--- config.mk ---
export PLATFORM = sky130hd
export DESIGN_NAME = lockstep_cmp_flat
export DESIGN_NICKNAME = d
export VERILOG_FILES = /design/src/rtl/lockstep_cmp_if.sv /design/src/rtl/lockstep_cmp.sv /design/src/flat_wrapper.sv
export SDC_FILE = /design/constraint.sdc
export NUM_CORES = 1
export LEC_CHECK = 0
export ABC_AREA = 1
export BUFFER_PORTS_ARGS = -buffer_cell sky130_fd_sc_hd__buf_4
export CORE_ASPECT_RATIO = 1.5
export CORE_UTILIZATION = 50
export CTS_CLUSTER_DIAMETER = 100
export DETAILED_ROUTE_END_ITERATION = 6
export PLACE_DENSITY = 0.73
export SLEW_MARGIN = 20
export SYNTH_ARGS = -nofsm -noshare
export SYNTH_HDL_FRONTEND = slang
export SYNTH_SLANG_ARGS = --single-unit
--- constraint.sdc ---
create_clock -name clk_i -period 4.29 [get_ports clk_i]
set_clock_uncertainty 0.2 [all_clocks]
set_input_delay 0.2145 -clock clk_i [delete_from_list [all_inputs] [get_ports clk_i]]
set_output_delay 0.2145 -clock clk_i [all_outputs]
set_load 0.05 [all_outputs]
--- src/rtl/lockstep_cmp_if.sv ---
// Signal bundle between a lockstep comparator and whatever drives it.
// master drives the compare strobe, clear, both channel buses and the mask.
interface lockstep_cmp_if #(
  parameter int WIDTH    = 1,
  parameter int CHANNELS = 2,
  parameter int CNT_W    = 8
);
  localparam int CH_W = (CHANNELS > 1) ? $clog2(CHANNELS) : 1;

  logic                      en;
  logic                      clr;
  logic [CHANNELS*WIDTH-1:0] a;
  logic [CHANNELS*WIDTH-1:0] b;
  logic [CHANNELS-1:0]       mask;
  logic                      ready;
  logic                      mismatch;
  logic                      err;
  logic [CH_W-1:0]           err_chan;
  logic [CNT_W-1:0]          err_cycle;
  logic [CNT_W-1:0]          mismatch_cnt;

  modport master (
    output en, clr, a, b, mask,
    input  ready, mismatch, err, err_chan, err_cycle, mismatch_cnt
  );

  modport slave (
    input  en, clr, a, b, mask,
    output ready, mismatch, err, err_chan, err_cycle, mismatch_cnt
  );
endinterface

--- src/rtl/lockstep_cmp.sv ---
// Registered N-channel lockstep comparator: warm-up window, per-channel masking,
// sticky first-failure diagnostics and a saturating mismatch counter.
module lockstep_cmp #(
  parameter int WIDTH    = 1,
  parameter int CHANNELS = 2,
  parameter int WARMUP   = 2,
  parameter int CNT_W    = 8
) (
  input  logic          clk_i,
  input  logic          rst_i,
  lockstep_cmp_if.slave cmp
);
  localparam int CH_W = (CHANNELS > 1) ? $clog2(CHANNELS) : 1;
  localparam int WC_W = $clog2(WARMUP + 2);
  localparam logic [WC_W-1:0]  WARM_LAST = WC_W'(WARMUP);
  localparam logic [CNT_W-1:0] CNT_MAX   = {CNT_W{1'b1}};

  typedef enum logic [1:0] {
    S_WARM,
    S_LIVE,
    S_FAIL
  } state_t;

  state_t           state_reg, state_next;
  logic [WC_W-1:0]  warm_cnt_reg, warm_cnt_next;
  logic [CNT_W-1:0] stamp_reg, stamp_next;
  logic [CNT_W-1:0] cnt_reg, cnt_next;
  logic             mismatch_reg, mismatch_next;
  logic [CH_W-1:0]  err_chan_reg, err_chan_next;
  logic [CNT_W-1:0] err_cycle_reg, err_cycle_next;

  logic [CHANNELS-1:0] hit;
  logic                any_hit;
  logic [CH_W-1:0]     first_chan;
  logic [WC_W-1:0]     warm_inc;

  generate
    for (genvar gi = 0; gi < CHANNELS; gi++) begin : g_hit
      assign hit[gi] = cmp.en & ~cmp.mask[gi] &
                       (cmp.a[gi*WIDTH +: WIDTH] != cmp.b[gi*WIDTH +: WIDTH]);
    end
  endgenerate

  assign any_hit  = |hit;
  assign warm_inc = warm_cnt_reg + WC_W'(1);

  // Walk downwards so the lowest failing index is the one that sticks.
  always_comb begin
    first_chan = '0;
    for (int k = CHANNELS - 1; k >= 0; k--) begin
      if (hit[k]) first_chan = CH_W'(k);
    end
  end

  always_comb begin
    state_next     = state_reg;
    warm_cnt_next  = warm_cnt_reg;
    stamp_next     = stamp_reg;
    cnt_next       = cnt_reg;
    mismatch_next  = 1'b0;
    err_chan_next  = err_chan_reg;
    err_cycle_next = err_cycle_reg;

    if (cmp.clr) begin
      // Clear discards any same-cycle mismatch and restarts warm-up.
      state_next     = S_WARM;
      warm_cnt_next  = '0;
      stamp_next     = '0;
      cnt_next       = '0;
      err_chan_next  = '0;
      err_cycle_next = '0;
    end else begin
      case (state_reg)
        S_WARM: begin
          if (WARMUP == 0) begin
            state_next = S_LIVE;
          end else if (cmp.en) begin
            warm_cnt_next = warm_inc;
            if (warm_inc == WARM_LAST) state_next = S_LIVE;
          end
        end
        S_LIVE, S_FAIL: begin
          if (cmp.en) begin
            mismatch_next = any_hit;
            if (stamp_reg != CNT_MAX) stamp_next = stamp_reg + CNT_W'(1);
            if (any_hit && (cnt_reg != CNT_MAX)) cnt_next = cnt_reg + CNT_W'(1);
            if (any_hit && (state_reg == S_LIVE)) begin
              state_next     = S_FAIL;
              err_chan_next  = first_chan;
              err_cycle_next = stamp_reg;
            end
          end
        end
        default: state_next = S_WARM;
      endcase
    end
  end

  always_ff @(posedge clk_i) begin
    if (rst_i) begin
      state_reg     <= S_WARM;
      warm_cnt_reg  <= '0;
      stamp_reg     <= '0;
      cnt_reg       <= '0;
      mismatch_reg  <= 1'b0;
      err_chan_reg  <= '0;
      err_cycle_reg <= '0;
    end else begin
      state_reg     <= state_next;
      warm_cnt_reg  <= warm_cnt_next;
      stamp_reg     <= stamp_next;
      cnt_reg       <= cnt_next;
      mismatch_reg  <= mismatch_next;
      err_chan_reg  <= err_chan_next;
      err_cycle_reg <= err_cycle_next;
    end
  end

  assign cmp.ready        = (state_reg != S_WARM);
  assign cmp.err          = (state_reg == S_FAIL);
  assign cmp.mismatch     = mismatch_reg;
  assign cmp.err_chan     = err_chan_reg;
  assign cmp.err_cycle    = err_cycle_reg;
  assign cmp.mismatch_cnt = cnt_reg;
endmodule

--- src/flat_wrapper.sv ---
// flat-port wrapper written by rule: the top's interface ports become plain ports
module lockstep_cmp_flat 
#(
  parameter int WIDTH    = 1,
  parameter int CHANNELS = 2,
  parameter int WARMUP   = 2,
  parameter int CNT_W    = 8
)
  (clk_i, rst_i, cmp_en, cmp_clr, cmp_a, cmp_b, cmp_mask, cmp_ready, cmp_mismatch, cmp_err, cmp_err_chan, cmp_err_cycle, cmp_mismatch_cnt);
  lockstep_cmp_if #(.WIDTH(WIDTH), .CHANNELS(CHANNELS), .CNT_W(CNT_W)) cmp_i ();
  input  logic clk_i;
  input  logic rst_i;
  input wire logic [$bits(cmp_i.en)-1:0] cmp_en;
  input wire logic [$bits(cmp_i.clr)-1:0] cmp_clr;
  input wire logic [$bits(cmp_i.a)-1:0] cmp_a;
  input wire logic [$bits(cmp_i.b)-1:0] cmp_b;
  input wire logic [$bits(cmp_i.mask)-1:0] cmp_mask;
  output wire logic [$bits(cmp_i.ready)-1:0] cmp_ready;
  output wire logic [$bits(cmp_i.mismatch)-1:0] cmp_mismatch;
  output wire logic [$bits(cmp_i.err)-1:0] cmp_err;
  output wire logic [$bits(cmp_i.err_chan)-1:0] cmp_err_chan;
  output wire logic [$bits(cmp_i.err_cycle)-1:0] cmp_err_cycle;
  output wire logic [$bits(cmp_i.mismatch_cnt)-1:0] cmp_mismatch_cnt;
  assign cmp_i.en = cmp_en;
  assign cmp_i.clr = cmp_clr;
  assign cmp_i.a = cmp_a;
  assign cmp_i.b = cmp_b;
  assign cmp_i.mask = cmp_mask;
  assign cmp_ready = cmp_i.ready;
  assign cmp_mismatch = cmp_i.mismatch;
  assign cmp_err = cmp_i.err;
  assign cmp_err_chan = cmp_i.err_chan;
  assign cmp_err_cycle = cmp_i.err_cycle;
  assign cmp_mismatch_cnt = cmp_i.mismatch_cnt;
  lockstep_cmp #(.WIDTH(WIDTH), .CHANNELS(CHANNELS), .WARMUP(WARMUP), .CNT_W(CNT_W)) u_core (.clk_i(clk_i), .rst_i(rst_i), .cmp(cmp_i));
endmodule
## After elaboration in Yosys (flattened, before gate mapping)

Cells that the tools add are included.

| storage, ports and cells | value |
|---|---|
| register bits | 30 |
| bits of input ports | 10 |
| output and inout port bits | 20 |
| word-level logic and storage cells | 49 |

| cells by class | value |
|---|---|
| add/subtract/negate cells | 3 |
| eq/ne operators | 11 |
| muxes and demuxes | 7 |
| bitwise logic cells | 8 |
| reductions and logical operators | 13 |

Operators by type and width:

| cell | count |
|---|---|
| 8-bit by 1-bit adder with 8-bit output, second input constant | 2 |
| 8-bit != test, second input constant | 2 |
| 3-bit AND reduction | 3 |
| 2-bit two-way mux | 4 |
| 2-bit OR reduction | 3 |
| 1-bit AND | 4 |
| 2-bit equality test, second input constant | 2 |
| 2-bit by 1-bit != test with 1-bit output, second input constant | 2 |
| 2-bit != test, second input constant | 2 |
| 1-bit NOT | 4 |
| 2-bit one-hot mux with 2 select lines | 1 |
| 4-bit AND reduction | 1 |
| 4-bit OR reduction | 1 |
| 2-bit by 1-bit adder with 2-bit output, second input constant | 1 |
| 2-bit by 1-bit equality test with 1-bit output, second input constant | 1 |
| 1-bit logical AND | 2 |
| 2-bit zero test | 1 |
| 1-bit two-way mux | 2 |
| 1-bit != test | 2 |
| 2-bit AND reduction | 1 |
| 2-bit nonzero test | 1 |

## Logic depth before layout (Yosys ltp)

Gate-level depths: netlist of run 1.

| depth | value |
|---|---|
| word-level depth | 8 |
| gate-level depth with buffers | 8 |
| mapped depth without buffers | 8 |

## Least setup slack after synthesis of run 1

OpenSTA, ideal clock, no wires.

| timing path | value |
|---|---|
| path kind | flip-flop to flip-flop |
| from | reg u_core.cnt_reg[1] (netlist: u_core.cmp.mismatch_cnt[1]) |
| to | reg u_core.cnt_reg[5] (netlist: u_core.cmp.mismatch_cnt[5]) |
| library setup time | 0.070 ns |
| data arrival time | 1.648 ns |
| required time | 4.020 ns |
| slack | 2.371 ns |
| cell stages (with the launch flop) | 8 |
| buffers on the path | 0 |
| period minus slack after synthesis | 1.919 ns |
| cell sequence | dfxtp_1 -> ha_1 -> nand2_1 -> nor2_1 -> nand2_2 -> nand3_2 -> nand2_1 -> a21oi_1 |

| on the way | value |
|---|---|
| cells in the longest elaborated chain, start to end | 3 |
| elaborated cells between the ends (all ways) | 4 |
| those cells by class | add/sub (1); eq/ne (1); reduce/logical (2) |

RTL lines:

| element | RTL line | source |
|---|---|---|
| start, declared | lockstep_cmp.sv:27 | `logic [CNT_W-1:0] cnt_reg, cnt_next;` |
| start signal, assigned | lockstep_cmp.sv:112 | `cnt_reg <= cnt_next;` |
| branches (longest 3 deep; another with 8-bit by 1-bit adder with 8-bit output) | - |  |

Several ways; the timed one is not identified.
A chain may end at the register's enable or synchronous reset.

## Worst setup path after layout of run 1

| timing path | value |
|---|---|
| from | reg u_core.state_reg[1] |
| to | reg u_core.cnt_reg[6] (netlist: u_core.cmp.mismatch_cnt[6]) |

| on the way | value |
|---|---|
| cells in the longest elaborated chain, start to end | 3 |
| elaborated cells between the ends (all ways) | 4 |
| those cells by class | eq/ne (2); reduce/logical (2) |

RTL lines:

| element | RTL line | source |
|---|---|---|
| start, declared | lockstep_cmp.sv:24 | `state_t state_reg, state_next;` |
| start signal, assigned | lockstep_cmp.sv:109 | `state_reg <= state_next;` |
| 2-bit equality test / 2-bit by 1-bit equality test with 1-bit output (equally long branches) | lockstep_cmp.sv:73 | `case (state_reg)` |
| 2-bit OR reduction * | lockstep_cmp.sv:73 |  |
| 3-bit AND reduction (no source line) * | - |  |

Every way passes the cells marked *; elsewhere a longest branch is shown, timed or not.

==> summary.md, run 1 <==
| Metric | Value |
|---|---|
| Row count | `24` |
| Core area | `2970 sq um` |
| EDFF count, synth | `0` |
| CP Max Fanout | `8` |
| Ratio of cells with drive above 1 in the final layout | `18.3%` |
| Total track usage | `20.8%` |
| Sequential share of the synthesized area | `37.7%` |
| Hold_sp | `cmp_en` |
| Die width | `48.1 microns` |
| Crit end category | `flop` |
| # IOs | `30` |
| Clk Tree Root Cell | `clkbuf_8` |
| Total number of vias | `1509` |
| Post-cts gate resize count | `0` |
| Starting density of the core | `53.6%` |
| Multi-input logic area | `842 sq um` |
| Maximum VDD drop | `0.284 mV` |
| Final Instance Count excl. Fillers | `301` |
| Worst-Margin Slew | `673 ps` |
| Average cell area after synthesis | `6.93 sq um` |
| Cts bufs inserted | `5` |
| Post-synth ARST share | `0%` |
| Die Area | `3420 sq um` |
| Worst R2R Path Depth | `7` |
| RSZ-0062 raised after global routing | `false` |
| Gr ovfl total | `0` |
| Clk_lat worst skew | `280 ps` |
| Max Cap Violations | `0` |
| Slew headroom | `55.0%` |
| Minimum clock period | `1860 ps` |
| Pwr Density | `319 nW/um^2` |
| CTS sink count | `30` |
| Final Cycle Share | `43.3%` |
| Post-Place Cell Area | `1830 sq um` |
| Final TNS setup | `0 ps` |
| Crit-path max cell delay | `350 ps` |
| Fin util | `64.9%` |
| Residual DRC | `0` |
| Final setup violation count | `0` |
| Reg2reg start | `u_core.state_reg[1]` |
| Reg2reg end | `u_core.cmp.mismatch_cnt[6]` |
| Crit-path most repeated cell | `inv_1` |
| Iteration-0 DRC Markers | `33` |
| Die H | `71.2 microns` |
| Max Fclk | `0.538 GHz` |
| P_leak | `0.784 nW` |
| Largest net degree at the start of global routing | `21` |
| Routed WL per cell | `10.7 microns` |
| I/O Buffers | `29` |
| Warnings from Yosys | `0` |
| Gpl congestion | `0.756` |
| CTS tree | `built` |
| Detailed placement HPWL | `2440 microns` |
| Worst endpoint required time | `4260 ps` |
| Slew Viols, Final | `0` |
| FF+latch count, synth | `30` |
| Count of cell types in the netlist | `25` |
| Initial antenna violation count | `0` |
| Max Buffers Root-to-Sink | `2` |
| Hold buffer count at cts | `0` |
| Mapped Nets | `247` |
| Final Cell Area | `1930 sq um` |
| Vias in the first global route | `1320` |
| # diodes | `0` |
| Vias per cell | `5.01` |
| Clock slew seen by the registers of the worst setup and hold paths | `60 ps` |
| Dpl cells | `293` |
| # H-tree levels | `2` |
| Setup bufs post-CTS | `0` |
| Top cell type by total area after synthesis | `dfxtp_1` |
| First-pass GRT wire length | `5260 microns` |
| Synth-to-layout area growth | `21.0%` |
| Outcome | `finished, final reports clean` |
| Total wire length | `3230 microns` |
| Crit-path slowest cell | `dfxtp_1` |
| Cell count after synthesis | `230` |
| Hold EP | `u_core.warm_cnt_reg[1]` |
| Final nets | `278` |
| WHS | `96.1 ps` |
| Worst EP arrival | `1830 ps` |
| Top cells by area, synth | `dfxtp_1, nand2_1, a21oi_1` |
| Filler cell count | `269` |
| Hold violation total from the final report | `0` |
| CP Launch Type | `flop` |
| Synthesized cell area | `1590 sq um` |
| Reg area | `601 sq um` |
| Ys flop type | `dfxtp_1` |
| Yosys top cell area share | `37.7%` |
| Worst hold stages | `3` |
| Cell Chain, Critical Path | `inv_1 > ha_1 > nand2_1 > inv_1 > nand3_2 > o21ai_1 > nor2_1` |
| Hold WC Path Type | `primary input to flop` |
| First-pass DRT Iterations | `5` |
| Routed Antenna Nets | `0` |
| Crit Path Class | `flop to flop` |
| Worst R2R Setup Slack | `2430 ps` |
## cells by family (layout without fill, tap and decap cells)
| logic type | count (synthesis) | after routing | share of synthesized area, % |
|---|---|---|---|
| buffers and inverters | 38 | 70 | 9.50 |
| AOI/OAI and AO/OA | 37 | 37 | 12.9 |
| xor gates and xnor gates | 4 | 4 | 2.20 |
| DFF | 30 | 30 | 37.7 |
| and+or+nand+nor | 114 | 114 | 32.3 |
| adders and majority gates | 7 | 7 | 5.49 |
## worst max-delay path by stage
stage	cells after the start	to	from
2_1_floorplan	7	u_core.cmp.mismatch_cnt[5]	u_core.cmp.mismatch_cnt[1]
3_3_place_gp	4	u_core.cmp.err_cycle[1]	rst_i
3_5_place_dp	4	u_core.cmp.err_cycle[1]	rst_i
4_1_cts	7	u_core.cmp.mismatch_cnt[6]	u_core.state_reg[1]
5_1_grt	7	u_core.cmp.mismatch_cnt[6]	u_core.state_reg[1]
6_report	7	u_core.cmp.mismatch_cnt[6]	u_core.state_reg[1]
## placed cells by master (no fill, tap or decap), types with 2 or more instances in the layout
cell type	synthesis	layout
nand4_1	4	4
nor2_2	2	2
o21ai_0	6	6
nand3_1	22	22
nor2_1	13	13
buf_4	0	29
dfxtp_1	30	30
clkbuf_8	0	6
nand3b_1	2	2
a21oi_1	26	26
nand3_2	5	5
nor3_1	2	2
xor2_1	3	3
inv_1	32	32
ha_1	7	7
nand2_1	63	63
## cell usage after synthesis (2+ instances only)
cell type  count
nand2_1       63
inv_1         32
dfxtp_1       30
a21oi_1       26
nand3_1       22
nor2_1        13
ha_1           7
o21ai_0        6
nand3_2        5
nand4_1        4
clkbuf_1       3
xor2_1         3
nand3b_1       2
nor2_2         2
nor3_1         2
## where the power goes
group / internal (W) / switching [W]
logic: 0.0000301 / 0.0000629
clock network: 0.000129 / 0.000106
registers: 0.000283 / 0.00000364
## critical path, delay by kind of cell, from the launching register on
kind / cells / cell delay [ps]
buf+inv: 2 / 310
simple gates: 3 / 410
fa+ha+maj: 1 / 300
compound gates: 1 / 180
flops: 1 / 350
## metal layers
metal  vias to the layer above  GRT usage, %  routed length (microns)  share of wire, %
met5                         -             0                        0                 0
met4                         0          6.48                       36               1.1
met3                         6          5.36                       96               3.0
met2                        23          37.1                     1710                53
met1                       680          22.4                     1380                43
li1                        800             -                        -                 -
## layout make-up
cell class | instances | area share (%)
multi-input cells | 162 | 43.7
flip-flops and latches | 30 | 31.1
repair buffers | 29 | 11.3
inverters | 33 | 6.42
clock buffers | 6 | 4.28
well taps | 39 | 2.53
clock inverters | 2 | 0.649
## through the flow
| stage | power (W) | worst slack [ps] |
|---|---|---|
| 3_3_place_gp | 0.000386 | 2390 |
| 3_5_place_dp | 0.000387 | 2350 |
| 5_1_grt | 0.000644 | 2260 |
| 6_report | 0.000614 | 2430 |
| 2_1_floorplan | 0.000362 | 2370 |
| 4_1_cts | 0.000621 | 2400 |
(Power assumes the default switching activity.)
==> inputs of run 2 (changes only) <==
--- a/config.mk
+++ b/config.mk
@@ -8,10 +8,10 @@
 export ABC_AREA = 1
 export BUFFER_PORTS_ARGS = -buffer_cell sky130_fd_sc_hd__buf_4
 export CORE_ASPECT_RATIO = 1.5
-export CORE_UTILIZATION = 50
+export CORE_UTILIZATION = 49
 export CTS_CLUSTER_DIAMETER = 100
 export DETAILED_ROUTE_END_ITERATION = 6
-export PLACE_DENSITY = 0.73
+export PLACE_DENSITY = 0.75
 export SLEW_MARGIN = 20
 export SYNTH_ARGS = -nofsm -noshare
 export SYNTH_HDL_FRONTEND = slang
==> constraint.sdc (replaced) <==
create_clock -name clk_i -period 1.7 [get_ports clk_i]
set_clock_uncertainty 0.2 [all_clocks]
set_input_delay 0.085 -clock clk_i [delete_from_list [all_inputs] [get_ports clk_i]]
set_output_delay 0.085 -clock clk_i [all_outputs]
set_load 0.05 [all_outputs]
==> run 2 against run 1 <==
Net effect: routed wire length rose by 17%; final area up 13%; flip-flop and latch count did not move; highest routed layer unchanged; critical path type unchanged; register-to-register slack worse by 2300 ps; largest cell class unchanged.
==> summary.md, run 2 (synthesized netlist as in run 1, its figures left out) <==
| Metric | Value |
|---|---|
| Worst-Margin Slew | `649 ps` |
| Outcome | `finished, final reports clean` |
| Max Buffers Root-to-Sink | `2` |
| Worst R2R Setup Slack | `90 ps` |
| Routed Antenna Nets | `0` |
| Hold EP | `u_core.stamp_reg[2]` |
| Largest net degree at the start of global routing | `21` |
| Clock slew seen by the registers of the worst setup and hold paths | `70 ps` |
| Vias in the first global route | `1483` |
| Clk_lat worst skew | `280 ps` |
| Initial antenna violation count | `0` |
| Worst hold stages | `5` |
| Commonest cells after routing, fill and taps aside | `nand2_1, buf_4, inv_1` |
| Synth-to-layout area growth | `36.5%` |
| Ratio of cells with drive above 1 in the final layout | `28.0%` |
| Reg2reg end | `u_core.state_reg[0]` |
| Iteration-0 DRC Markers | `71` |
| Hold_sp | `cmp_clr` |
| Clk pwr share | `40.9%` |
| Slew headroom | `56.7%` |
| Worst endpoint required time | `1660 ps` |
| Pwr Density | `815 nW/um^2` |
| Sw Share | `26.0%` |
| Die H | `71.9 microns` |
| I/O Buffers | `29` |
| Core area | `3130 sq um` |
| Sw power | `0.000461 W` |
| # diodes | `0` |
| Cell Int Power | `0.00131 W` |
| Slew Viols, Final | `0` |
| Reg2reg start | `u_core.state_reg[1]` |
| Max Fclk | `0.620 GHz` |
| Routed WL per cell | `11.8 microns` |
| Hold violation total from the final report | `0` |
| Final setup violation count | `0` |
| First-pass DRT Iterations | `4` |
| CP Launch Type | `flop` |
| Final Cell Area | `2180 sq um` |
| Gpl congestion | `0.896` |
| Final nets | `296` |
| Crit Path Class | `flop to flop` |
| Residual DRC | `0` |
| Row count | `25` |
| CTS sink count | `30` |
| First-pass GRT wire length | `6270 microns` |
| Commonest non-fill, non-tap cell in the layout | `nand2_1` |
| Crit end category | `flop` |
| Worst R2R Path Depth | `7` |
| Post-Place Worst Slack | `-37.6 ps` |
| Post-Place Cell Area | `1970 sq um` |
| RSZ-0062 raised after global routing | `true` |
| # IOs | `30` |
| Minimum clock period | `1610 ps` |
| Comb pwr share | `18.4%` |
| Share of total power in sequential cells | `40.7%` |
| Final Cycle Share | `94.9%` |
| Cts bufs inserted | `5` |
| # H-tree levels | `2` |
| Die width | `48.6 microns` |
| Total number of vias | `1607` |
| Detailed placement HPWL | `2720 microns` |
| Total track usage | `23.0%` |
| Max Cap Violations | `0` |
| Hold WC Path Type | `primary input to flop` |
| Setup ws final | `86.2 ps` |
| Maximum VDD drop | `0.768 mV` |
| Die Area | `3490 sq um` |
| Gr ovfl total | `0` |
| Starting density of the core | `51.0%` |
| P_leak | `0.886 nW` |
| Total wire length | `3770 microns` |
| CP Max Fanout | `10` |
| Worst EP arrival | `1580 ps` |
| Vias per cell | `5.04` |
| Clk Tree Root Cell | `clkbuf_8` |
| CTS tree | `built` |
run 2: critical path, cell delays in order, from the launching register on:
cell	delay, ps
dfxtp_1	310
inv_1	100
buf_4	130
ha_1	150
buf_4	180
nand3_1	170
a21oi_1	210
nor2_1	60
run 2: worst max-delay path by stage:
stage	endpoint	from	slack [ps]
floorplan	u_core.state_reg[0]	u_core.state_reg[0]	3
global placement	u_core.cmp.mismatch_cnt[6]	u_core.state_reg[0]	20
detailed placement	u_core.cmp.mismatch_cnt[6]	u_core.state_reg[0]	-40
CTS	u_core.cmp.mismatch_cnt[6]	u_core.state_reg[0]	-20
global route	u_core.stamp_reg[4]	u_core.stamp_reg[0]	-20
finish	u_core.state_reg[0]	u_core.state_reg[1]	90
run 2: power groups by stage:
stage	combinational, W	sequential (W)	clock (W)
CTS	0.000295	0.000721	0.000732
global route	0.000353	0.000723	0.000766
finish	0.000326	0.000721	0.000725
detailed placement	0.000280	0.000737	0
global placement	0.000273	0.000737	0
floorplan	0.000181	0.000740	0
run 2: per-stage QoR:
stage	utilization, %	setup TNS, ps	cells	total power (W)	hold WS [ps]
2_1_floorplan	-	0	230	0.000921	86.3
3_3_place_gp	63.1	0	310	0.00101	245
3_5_place_dp	63.1	-332	310	0.00102	242
4_1_cts	67.6	-29.4	318	0.00175	23.0
5_1_grt	69.6	-25.7	319	0.00184	78.9
6_report	69.6	0	319	0.00177	44.3
run 2: per-layer routing:
layer  share of wire (%)  GRT usage, %  up-vias
li1                    -             -      840
met2                  55          44.0       23
met5                   0             0        -
met3                 2.8          4.67        6
met4                 1.6          9.80        0
met1                  41          24.1      738
run 2: area by class of cell:
cell class	count	area, sq um
Sequential cell	30	604
Inverter	33	130
Multi-Input combinational cell	162	911
Clock buffer	6	82.6
Clock inverter	1	30.0
Tap cell	40	50.0
Fill cell	270	952
Timing Repair Buffer	47	368
run 2: repair_timing:
item / in CTS / in global routing
setup endpoints to repair: 23 / 24
gates resized for setup: 4 / 14
endpoints found under the hold margin: 1 / 0
buffers inserted: 0 / 1
hold buffers: 1 / 0
pin swaps: 0 / 3
==> inputs of run 3 (changes only) <==
--- a/config.mk
+++ b/config.mk
@@ -11,6 +11,7 @@
 export CORE_UTILIZATION = 49
 export CTS_CLUSTER_DIAMETER = 100
 export DETAILED_ROUTE_END_ITERATION = 6
+export GPL_TIMING_DRIVEN = 0
 export PLACE_DENSITY = 0.75
 export SLEW_MARGIN = 20
 export SYNTH_ARGS = -nofsm -noshare
==> constraint.sdc (replaced) <==
create_clock -name clk_i -period 1.7 [get_ports clk_i]
set_clock_uncertainty 0.2 [all_clocks]
set_input_delay 0.17 -clock clk_i [delete_from_list [all_inputs] [get_ports clk_i]]
set_output_delay 0.17 -clock clk_i [all_outputs]
set_load 0.02 [all_outputs]
==> run 3 against run 2 <==
Net effect: register-to-register slack worse by 20 ps; die area unchanged; count of clock-buffer cells in the layout unchanged; core utilization down 2.0 points; routed wire length down 4.1%; final cell count down 1.3%; worst setup slack worse by 17 ps; sequential power up 0.8%; flip-flop and latch count unchanged; sequential share of layout area up 1.0 points; combinational power down 14%; hold slack better by 35 ps; critical endpoint is now u_core.cmp.mismatch_cnt[5]; largest cell class unchanged.
==> summary.md, run 3 (synthesized netlist as in run 1, its figures left out) <==
| Metric | Value |
|---|---|
| Outcome | `finished, final reports clean` |
| # diodes | `0` |
| Row count | `25` |
| Routed WL per cell | `11.5 microns` |
| Crit end category | `flop` |
| Final Cycle Share | `95.9%` |
| Fin util | `67.6%` |
| Max Buffers Root-to-Sink | `2` |
| Vias per cell | `5.01` |
| Pwr Total | `0.00161 W` |
| Minimum clock period | `1630 ps` |
| Total wire length | `3610 microns` |
| CTS tree | `built` |
| Clk Tree Root Cell | `clkbuf_8` |
| Worst EP arrival | `1650 ps` |
| Max Cap Violations | `0` |
| Ratio of cells with drive above 1 in the final layout | `28.4%` |
| Worst-Margin Slew | `473 ps` |
| Die width | `48.6 microns` |
| Max Fclk | `0.613 GHz` |
| Hold violation total from the final report | `0` |
| Clk_lat worst skew | `290 ps` |
| Total number of vias | `1578` |
| Worst endpoint required time | `1720 ps` |
| P_leak | `0.839 nW` |
| CP Launch Type | `flop` |
| Residual DRC | `0` |
| Core area | `3130 sq um` |
| Crit-path max cell delay | `340 ps` |
| Pwr Density | `763 nW/um^2` |
| Die H | `71.9 microns` |
| Largest net degree at the start of global routing | `11` |
| # IOs | `30` |
| Commonest non-fill, non-tap cell in the layout | `nand2_1` |
| Die Area | `3490 sq um` |
| Gr ovfl total | `0` |
| CTS sink count | `30` |
| Final setup violation count | `0` |
| Maximum VDD drop | `0.772 mV` |
| Routed Antenna Nets | `0` |
| Vias in the first global route | `1387` |
| CP Max Fanout | `5` |
| Cts bufs inserted | `5` |
| Hold WC Path Type | `primary input to flop` |
| Commonest cells after routing, fill and taps aside | `nand2_1, buf_4, inv_1` |
| Initial antenna violation count | `0` |
| Detailed placement HPWL | `2580 microns` |
| # H-tree levels | `2` |
| Starting density of the core | `51.0%` |
| Synth-to-layout area growth | `32.6%` |
| Gpl congestion | `0.806` |
| Crit-path slowest cell | `dfxtp_2` |
| Clock slew seen by the registers of the worst setup and hold paths | `60 ps` |
| Crit Path Class | `flop to flop` |
| First-pass GRT wire length | `5800 microns` |
| Iteration-0 DRC Markers | `13` |
| Slew headroom | `68.4%` |
| Total track usage | `21.9%` |
| Final TNS setup | `0 ps` |
| First-pass DRT Iterations | `4` |
| Final nets | `291` |
| I/O Buffers | `29` |
| Cell Chain, Critical Path | `inv_2 > ha_4 > nand2_8 > a21oi_4 > buf_4 > nand3_2 > a21oi_1` |
| Slew Viols, Final | `0` |
## run 3: cell types whose count changed in the layout (fill, tap and decap cells not counted), sizes merged
cell / delta
buf: -7
bufinv: -1
clkbuf: +3
clkinv: +1
dlygate4sd3: -1
inv: +1
## run 3: through the flow
step / instances / cell area (sq um) / worst slack, ps / hold slack [ps]
final: 315 / 2110 / 69.3 / 78.9
after global placement: 299 / 1860 / -160 / 234
after CTS: 311 / 2040 / 15.0 / 65.5
after detailed placement: 299 / 1860 / -185 / 238
after floorplan: 230 / 1590 / 49.8 / 171
after global routing: 315 / 2110 / -7.41 / 98.9
## run 3: repair_timing
action,in CTS,in global routing
pin swaps,1,6
gates cloned,0,1
resized for setup,10,19
setup buffers,4,3
endpoints found under the setup margin,28,26
hold buffers,0,0
## run 3: final timing paths
kind	from	endpoint	slack [ps]	depth (start not counted)
setup / recovery	u_core.state_reg[1]	u_core.cmp.mismatch_cnt[5]	70	7
hold / removal	cmp_en	u_core.warm_cnt_reg[1]	80	3
setup reg to reg	u_core.state_reg[1]	u_core.cmp.mismatch_cnt[5]	70	7
hold reg to reg	u_core.cmp.err_chan	u_core.cmp.err_chan	250	2
## run 3: worst max-delay path, delay by kind of cell, from the launching register on
family	cells	cell delay (ps)
AOI/OAI and AO/OA	2	320
adders and majority gates	1	300
buffers and inverters	2	250
DFF	1	340
and+or+nand+nor	2	140
## run 3: metal layers
metal	wire (microns)	track usage (%)	vias up
li1	-	-	832
met1	1460	22.5	706
met2	1920	39.0	29
met3	111	6.37	11
met4	114	13.4	0
met5	0	0	-
## run 3: final cells by class
type / instances / area [sq um]
Fill cell: 273 / 1010
Tap cell: 40 / 50.0
Timing Repair Buffer: 37 / 282
Buffer: 5 / 27.5
Sequential cell: 30 / 608
Inverter: 33 / 126
Multi-Input combinational cell: 162 / 925
Clock buffer: 6 / 82.6
Clock inverter: 2 / 12.5
## run 3: power breakdown
group          switching, W  total (W)  internal (W)
Clock              0.000281   0.000606      0.000325
Combinational      0.000168   0.000281      0.000112
Sequential       0.00000980   0.000727      0.000717
Total              0.000459    0.00161       0.00115
